$ cat src/rtl/fetch_unit.sv
// Instruction fetch stage: walks the PC, reads words over a req/ack handshake and
// presents one (optionally two-word) instruction at a time to decode.
module fetch_unit #(
    parameter int unsigned        ADDR_W   = 16,
    parameter logic [ADDR_W-1:0]  RESET_PC = '0
) (
    input  logic              clk,
    input  logic              rst_n,
    output logic              imem_req,
    output logic [ADDR_W-1:0] imem_addr,
    input  logic              imem_ack,
    input  logic [15:0]       imem_rdata,
    input  logic              stall,
    input  logic              redirect,
    input  logic [ADDR_W-1:0] redirect_pc,
    output logic              instr_valid,
    output logic [15:0]       instr,
    output logic [4:0]        opcode,
    output logic [15:0]       imm,
    output logic [ADDR_W-1:0] pc_out
);

    typedef enum logic [1:0] {
        StFetchOp,
        StFetchImm,
        StIssue
    } state_e;

    localparam logic [ADDR_W-1:0] PcInc = 1;

    state_e            state_q, state_d;
    logic [ADDR_W-1:0] pc_q, pc_d;
    logic [ADDR_W-1:0] pc_out_q, pc_out_d;
    logic [15:0]       instr_q, instr_d;
    logic [15:0]       imm_q, imm_d;
    logic              valid_q, valid_d;
    logic              req_q, req_d;
    logic              ack_ok;

    // LDM, SHL and SHR carry an immediate in the following word.
    function automatic logic is_two_word(input logic [4:0] op);
        return (op == 5'd14) || (op == 5'd30) || (op == 5'd31);
    endfunction

    always_comb begin
        state_d  = state_q;
        pc_d     = pc_q;
        pc_out_d = pc_out_q;
        instr_d  = instr_q;
        imm_d    = imm_q;
        valid_d  = valid_q;
        // An ack is only meaningful while a request is actually outstanding.
        ack_ok   = imem_ack & req_q;

        if (redirect) begin
            pc_d    = redirect_pc;
            valid_d = 1'b0;
            state_d = StFetchOp;
        end else begin
            unique case (state_q)
                StFetchOp: begin
                    if (ack_ok) begin
                        instr_d  = imem_rdata;
                        pc_out_d = pc_q;
                        pc_d     = pc_q + PcInc;
                        if (is_two_word(imem_rdata[15:11])) begin
                            state_d = StFetchImm;
                        end else begin
                            imm_d   = '0;
                            valid_d = 1'b1;
                            state_d = StIssue;
                        end
                    end
                end
                StFetchImm: begin
                    if (ack_ok) begin
                        imm_d   = imem_rdata;
                        pc_d    = pc_q + PcInc;
                        valid_d = 1'b1;
                        state_d = StIssue;
                    end
                end
                StIssue: begin
                    if (!stall) begin
                        valid_d = 1'b0;
                        state_d = StFetchOp;
                    end
                end
                default: state_d = StFetchOp;
            endcase
        end

        // Request is registered so it stays low throughout reset and needs no input path.
        req_d = (state_d != StIssue);
    end

    always_ff @(posedge clk) begin
        if (!rst_n) begin
            state_q  <= StFetchOp;
            pc_q     <= RESET_PC;
            pc_out_q <= '0;
            instr_q  <= '0;
            imm_q    <= '0;
            valid_q  <= 1'b0;
            req_q    <= 1'b0;
        end else begin
            state_q  <= state_d;
            pc_q     <= pc_d;
            pc_out_q <= pc_out_d;
            instr_q  <= instr_d;
            imm_q    <= imm_d;
            valid_q  <= valid_d;
            req_q    <= req_d;
        end
    end

    assign imem_req    = req_q;
    assign imem_addr   = pc_q;
    assign instr_valid = valid_q;
    assign instr       = instr_q;
    assign opcode      = instr_q[15:11];
    assign imm         = imm_q;
    assign pc_out      = pc_out_q;

endmodule

$ cat config.mk
export PLATFORM = sky130hd
export DESIGN_NAME = fetch_unit
export DESIGN_NICKNAME = d
export VERILOG_FILES = /design/src/rtl/fetch_unit.sv
export SDC_FILE = /design/constraint.sdc
export NUM_CORES = 1
export LEC_CHECK = 0
export ABC_CLOCK_PERIOD_IN_PS = 3300
export CORE_MARGIN = 2
export CORE_UTILIZATION = 47
export DETAILED_ROUTE_END_ITERATION = 10
export GPL_ROUTABILITY_DRIVEN = 0
export PLACE_DENSITY = 0.93
export RECOVER_POWER = 25
export SLEW_MARGIN = 20
export SYNTH_ARGS = -nofsm -noshare
export SYNTH_HDL_FRONTEND = slang
export SYNTH_SLANG_ARGS = --single-unit
$ cat constraint.sdc
create_clock -name clk -period 3.3 [get_ports clk]
set_input_delay 0.66 -clock clk [delete_from_list [all_inputs] [get_ports clk]]
set_output_delay 0.66 -clock clk [all_outputs]
set_load 0.02 [all_outputs]
==> reports/qor.csv, run 1 <==
metric,value,unit
status,finished clean,
Fmax,399,MHz
number of synthesized flops with an enable pin,0,
leakage,1.50,nW
Final #Nets,476,
"Seq/Total Area, Yosys",47.3,%
"CTS clk-pin slew, worst paths",70,ps
diodes inserted,0,
clock sinks,68,
# Post-CTS Setup Buffers,0,
DIE AREA,6770,um^2
Resize count post-CTS,0,
shortest period the worst path allows,2510,ps
number of buffers created by CTS,9,
maxcap violations,0,
Peak VDD IR,0.211,mV
Final Util,69.9,%
Slew HR,39.3,%
clock latency on the worst-skew pair,330,ps
Register Area,1360,um^2
vias per cell,5.31,
htree depth,3,
startpoint types,primary input,
Post-Synth Adder-Cell Area,0.435,%
Multi-input gate area,1380,um^2
largest family of logic cells by synthesized area,simple AND/OR/NAND/NOR gates,
Crit Path Class,in -> reg,
Hold Fails Final Rpt,0,
drt total wl,7540,um
Core Area,5920,um^2
Syn Area/Cell,8.32,um^2
ys flop type,dfxtp_1,
Syn Std Cell Area,2880,um^2
number of synthesized register bits,68,
Core Rows,28,
most frequent cells in the layout,"nand2_1, clkdlybuf4s50_1, dfxtp_1, a21boi_0, dlygate4sd3_1",
root buffer cell,clkbuf_8,
clock tree buffer depth,2,
Setup Skew,7.01,ps
DRC Markers,0,
GRT overflow,0,
Die Y,82.3,um
layout cells sized above 1,5.42,%
crit end category,register,
first-pass GRT wire length,11600,um
Mapped Nets,384,
RSZ-0062 raised after global routing,no,
Critical Path RT,3560,ps
ANT nets after route,0,
antenna violations before repair,0,
"commonest non-fill, non-tap cell in the layout",nand2_1,
Mapped Cells,346,
die width,82.3,um
Slew Limit Fails,0,
number of global-route vias before repair,2528,
Setup TNS,0,ps
Iter 0 DRT Violations,164,
hold_buf cts,0,
hold_sp,pc_out[10],
Worst Tran Pin Value,910,ps
drt first pass iters,4,
CP arrival,2770,ps
io pins,108,
post-synthesis mux area share,0,%
warnings from Yosys,0,
Starting Density,48.6,%
Synth Area in Compound Gates,21.5,%
final setup fails,0,
Hold Path Class,reg -> reg,
Tot GR Track Use,22.1,%
critical path startpoint,imem_ack,
synthesis-to-finish area growth,43.8,%
period utilization,76.0,%
wire per inst,14.6,um
Yosys cell types,35,
critical-path maximum fanout,12,
simple logic cell fraction of the synthesized area,22.9,%
via count,2749,
Fillers,468,
Pwr per Cell Area,432,nW/um^2
ys async rst share,0,%
HPWL Detailed,5230,um
worst flop-to-flop path startpoint,state_q[1],
IO Port Bufs,107,
CTS tree,yes,
largest net degree at the start of global routing,67,
Post-Synth XOR/XNOR Area,2.74,%
synth_stat cells, types with 2 or more instances:
cell type  number  area, um^2
buf_2           2        10.0
o31ai_1         2        15.0
nand2_1        93         349
nor4_1          2        12.5
a31oi_1         6        37.5
buf_4           5        37.5
nor3_1          5        25.0
clkbuf_1       21        78.8
a21oi_1         8        40.0
dfxtp_1        68        1360
o21ai_0        18        90.1
o211a_1         3        30.0
or3_1           7        43.8
a21boi_0       48         360
nand4_1         4        25.0
xnor2_1         8        70.1
and2_1          2        12.5
or4_1           2        15.0
nand3_1        21         105
inv_1           5        18.8
nand2b_1        2        12.5
registers in the layout, indices dropped and copies added (netlist names):
register and count:
instr_valid 1, imm 16, imem_req 1, pc_out 16, imem_addr 16, instr 16
state_q 2
metal layers:
layer  track usage [%]  vias up  part of all wire, %
met1              27.4     1299                   44
met5                 0        -                    0
met4              8.33        0                  1.4
met3              4.57       12                  6.4
met2              37.7       80                   48
li1                  -     1358                    -
cell type report:
cell class	instances	share of cell area (%)
Timing Repair Buffer	110	26.3
Clock buffer	10	3.33
Clock inverter	6	1.54
Multi-Input combinational cell	244	33.2
Inverter	5	0.453
Tap cell	75	2.27
Sequential cell	68	32.9
power breakdown:
group	switching (mW)	internal [mW]	leakage [nW]
Combinational	0.113	0.114	0.851
Sequential	0.0313	0.846	0.554
Clock	0.316	0.368	0.0983
Total	0.461	1.33	1.50
worst max-delay path, stage by stage:
cell           delay (ps)
dlygate4sd3_1         630
nand3b_4              180
or4_1                 700
or4_1                 440
a31oi_1               160
logic make-up after synthesis:
family                     count (synthesis)
AOI/OAI and AO/OA                         90
xor gates and xnor gates                   9
adders and majority gates                  1
buffers and inverters                     34
DFF                                       68
and+or+nand+nor                          144
path summary, 6_finish.rpt:
check        slack (ps)            end  cells after the start
min reg2reg         470     pc_out[10]                      2
min                 470     pc_out[10]                      2
max reg2reg        1320  imem_addr[15]                      4
max                 790  imem_addr[15]                      5
metrics by stage:
stage | power (mW) | cell area (um^2) | hold WS (ps) | instances | setup WS (ps)
2_1_floorplan | 1.00 | 2880 | 483 | 346 | 1310
3_3_place_gp | 1.12 | 3940 | 452 | 502 | 600
3_5_place_dp | 1.13 | 3940 | 459 | 502 | 537
4_1_cts | 1.80 | 4140 | 470 | 518 | 883
5_1_grt | 1.85 | 4140 | 482 | 518 | 705
6_report | 1.79 | 4140 | 465 | 518 | 791
(Power assumes the default switching activity.)
==> run 2: changes to the inputs <==
Settings changed: ABC_CLOCK_PERIOD_IN_PS 3300 to 2500, CORE_UTILIZATION 47 to 44, PLACE_DENSITY 0.93 to 0.89.
Clock period 3.3 ns to 2.5 ns, I/O delays scaled along.
==> run 2 against run 1 <==
Critical path depth is the same. Routed wire length is 1.1% higher. Final cell count is 1.4% higher. Critical path type unchanged. Critical endpoint unchanged.
==> reports/qor.csv, run 2 (synthesized netlist as in run 1, its figures left out) <==
metric,value,unit,change
status,finished clean,,
antenna violations before repair,0,,unchanged
total power,2.38,mW,+33%
clock sinks,68,,unchanged
layout cells sized above 1,5.80,%,+0.39 points
Peak VDD IR,0.380,mV,+80%
ANT nets after route,0,,unchanged
Worst Tran Pin Value,701,ps,-210 ps
leakage,1.49,nW,-0.72%
"CTS clk-pin slew, worst paths",80,ps,about the same
clock tree buffer depth,2,,unchanged
diodes inserted,0,,unchanged
htree depth,3,,unchanged
startpoint types,primary input,,
CTS tree,yes,,
Core Rows,29,,+3.6%
root buffer cell,clkbuf_8,,
maxcap violations,0,,unchanged
Post-DP Area,3980,um^2,+1.0%
RSZ-0062 raised after global routing,no,,
# Post-CTS Setup Buffers,0,,unchanged
Fmax,457,MHz,
CP arrival,2460,ps,-310 ps
HPWL Detailed,5330,um,+1.9%
crit end category,register,,
drt first pass iters,4,,unchanged
via count,2756,,+0.25%
hold_buf cts,0,,unchanged
largest net degree at the start of global routing,39,,-42%
io pins,108,,unchanged
"commonest non-fill, non-tap cell in the layout",nand2_1,,
number of global-route vias before repair,2705,,+7.0%
Hold Path Class,reg -> reg,,
vias per cell,5.25,,-1.1%
first-pass GRT wire length,12600,um,+8.8%
Pwr per Cell Area,570,nW/um^2,+32%
Slew Limit Fails,0,,unchanged
die width,84.9,um,+3.2%
critical-path maximum fanout,7,,-5
Core Area,6350,um^2,+7.2%
Tot GR Track Use,21.7,%,-0.42 points
Hold Fails Final Rpt,0,,unchanged
Iter 0 DRT Violations,140,,-15%
Resize count post-CTS,0,,unchanged
DIE AREA,7210,um^2,+6.5%
Final Util,65.8,%,-4.2 points
Final #Nets,481,,+1.1%
Setup TNS,0,ps,unchanged
most frequent cells in the layout,"nand2_1, clkdlybuf4s50_1, dfxtp_1, a21boi_0, dlygate4sd3_1",,
IO Port Bufs,107,,unchanged
Register Area,1360,um^2,unchanged
Starting Density,45.3,%,-3.3 points
period utilization,87.6,%,
"Design Area, Final",4180,um^2,+0.88%
Setup Skew,7.48,ps,+0.470 ps
wire per inst,14.5,um,-0.26%
GRT overflow,0,,unchanged
final setup fails,0,,unchanged
synthesis-to-finish area growth,45.0,%,
DRC Markers,0,,unchanged
Fillers,497,,+6.2%
number of buffers created by CTS,9,,unchanged
Slew HR,53.3,%,+14 points
Multi-input gate area,1370,um^2,about the same
drt total wl,7620,um,+1.1%
clock latency on the worst-skew pair,340,ps,about the same
shortest period the worst path allows,2190,ps,
Critical Path RT,2770,ps,-790 ps
Die Y,84.9,um,+3.2%
Crit Path Class,in -> reg,,
-- run 2: power by group --
group | total [mW] | internal (mW) | leakage, nW | switching [mW]
Sequential | 1.16 | 1.12 | 0.554 | 0.0410
Clock | 0.919 | 0.512 | 0.102 | 0.407
Combinational | 0.304 | 0.154 | 0.836 | 0.150
Total | 2.38 | 1.78 | 1.49 | 0.598
-- run 2: routing by layer --
layer | GRT usage [%] | vias up | wire, um | share of wire, %
li1 | - | 1370 | - | -
met1 | 26.4 | 1292 | 3260 | 43
met2 | 37.8 | 85 | 3860 | 51
met3 | 5.64 | 9 | 407 | 5.3
met4 | 6.49 | 0 | 97 | 1.3
met5 | 0 | - | 0 | 0
-- run 2: worst paths after layout --
path | start | slack (ps) | endpoint | cells past startpoint
max | imem_ack | 310 | imem_addr[15] | 5
min | imm[1] | 460 | imm[1] | 2
max reg2reg | imem_addr[4] | 550 | imem_addr[15] | 4
min reg2reg | imm[1] | 460 | imm[1] | 2
-- run 2: layout make-up --
class | count | share of cell area, %
inverter | 5 | 0.450
timing repair buffer | 115 | 26.9
clock inverter | 4 | 1.14
multi-input combinational | 244 | 32.9
tap | 77 | 2.31
clock buffer | 12 | 3.72
sequential | 68 | 32.6
-- run 2: critical path: stages --
cell           delay, ps
dlygate4sd3_1        610
nand3b_4              90
or4_1                630
or4_1                430
a31oi_1              200
-- run 2: per-stage QoR --
stage               hold WS (ps)  setup WS [ps]  instances
floorplan                    483            607        346
global placement             449           83.1        509
detailed placement           454           22.4        509
CTS                          465            389        525
global route                 480            160        525
finish                       457            311        525
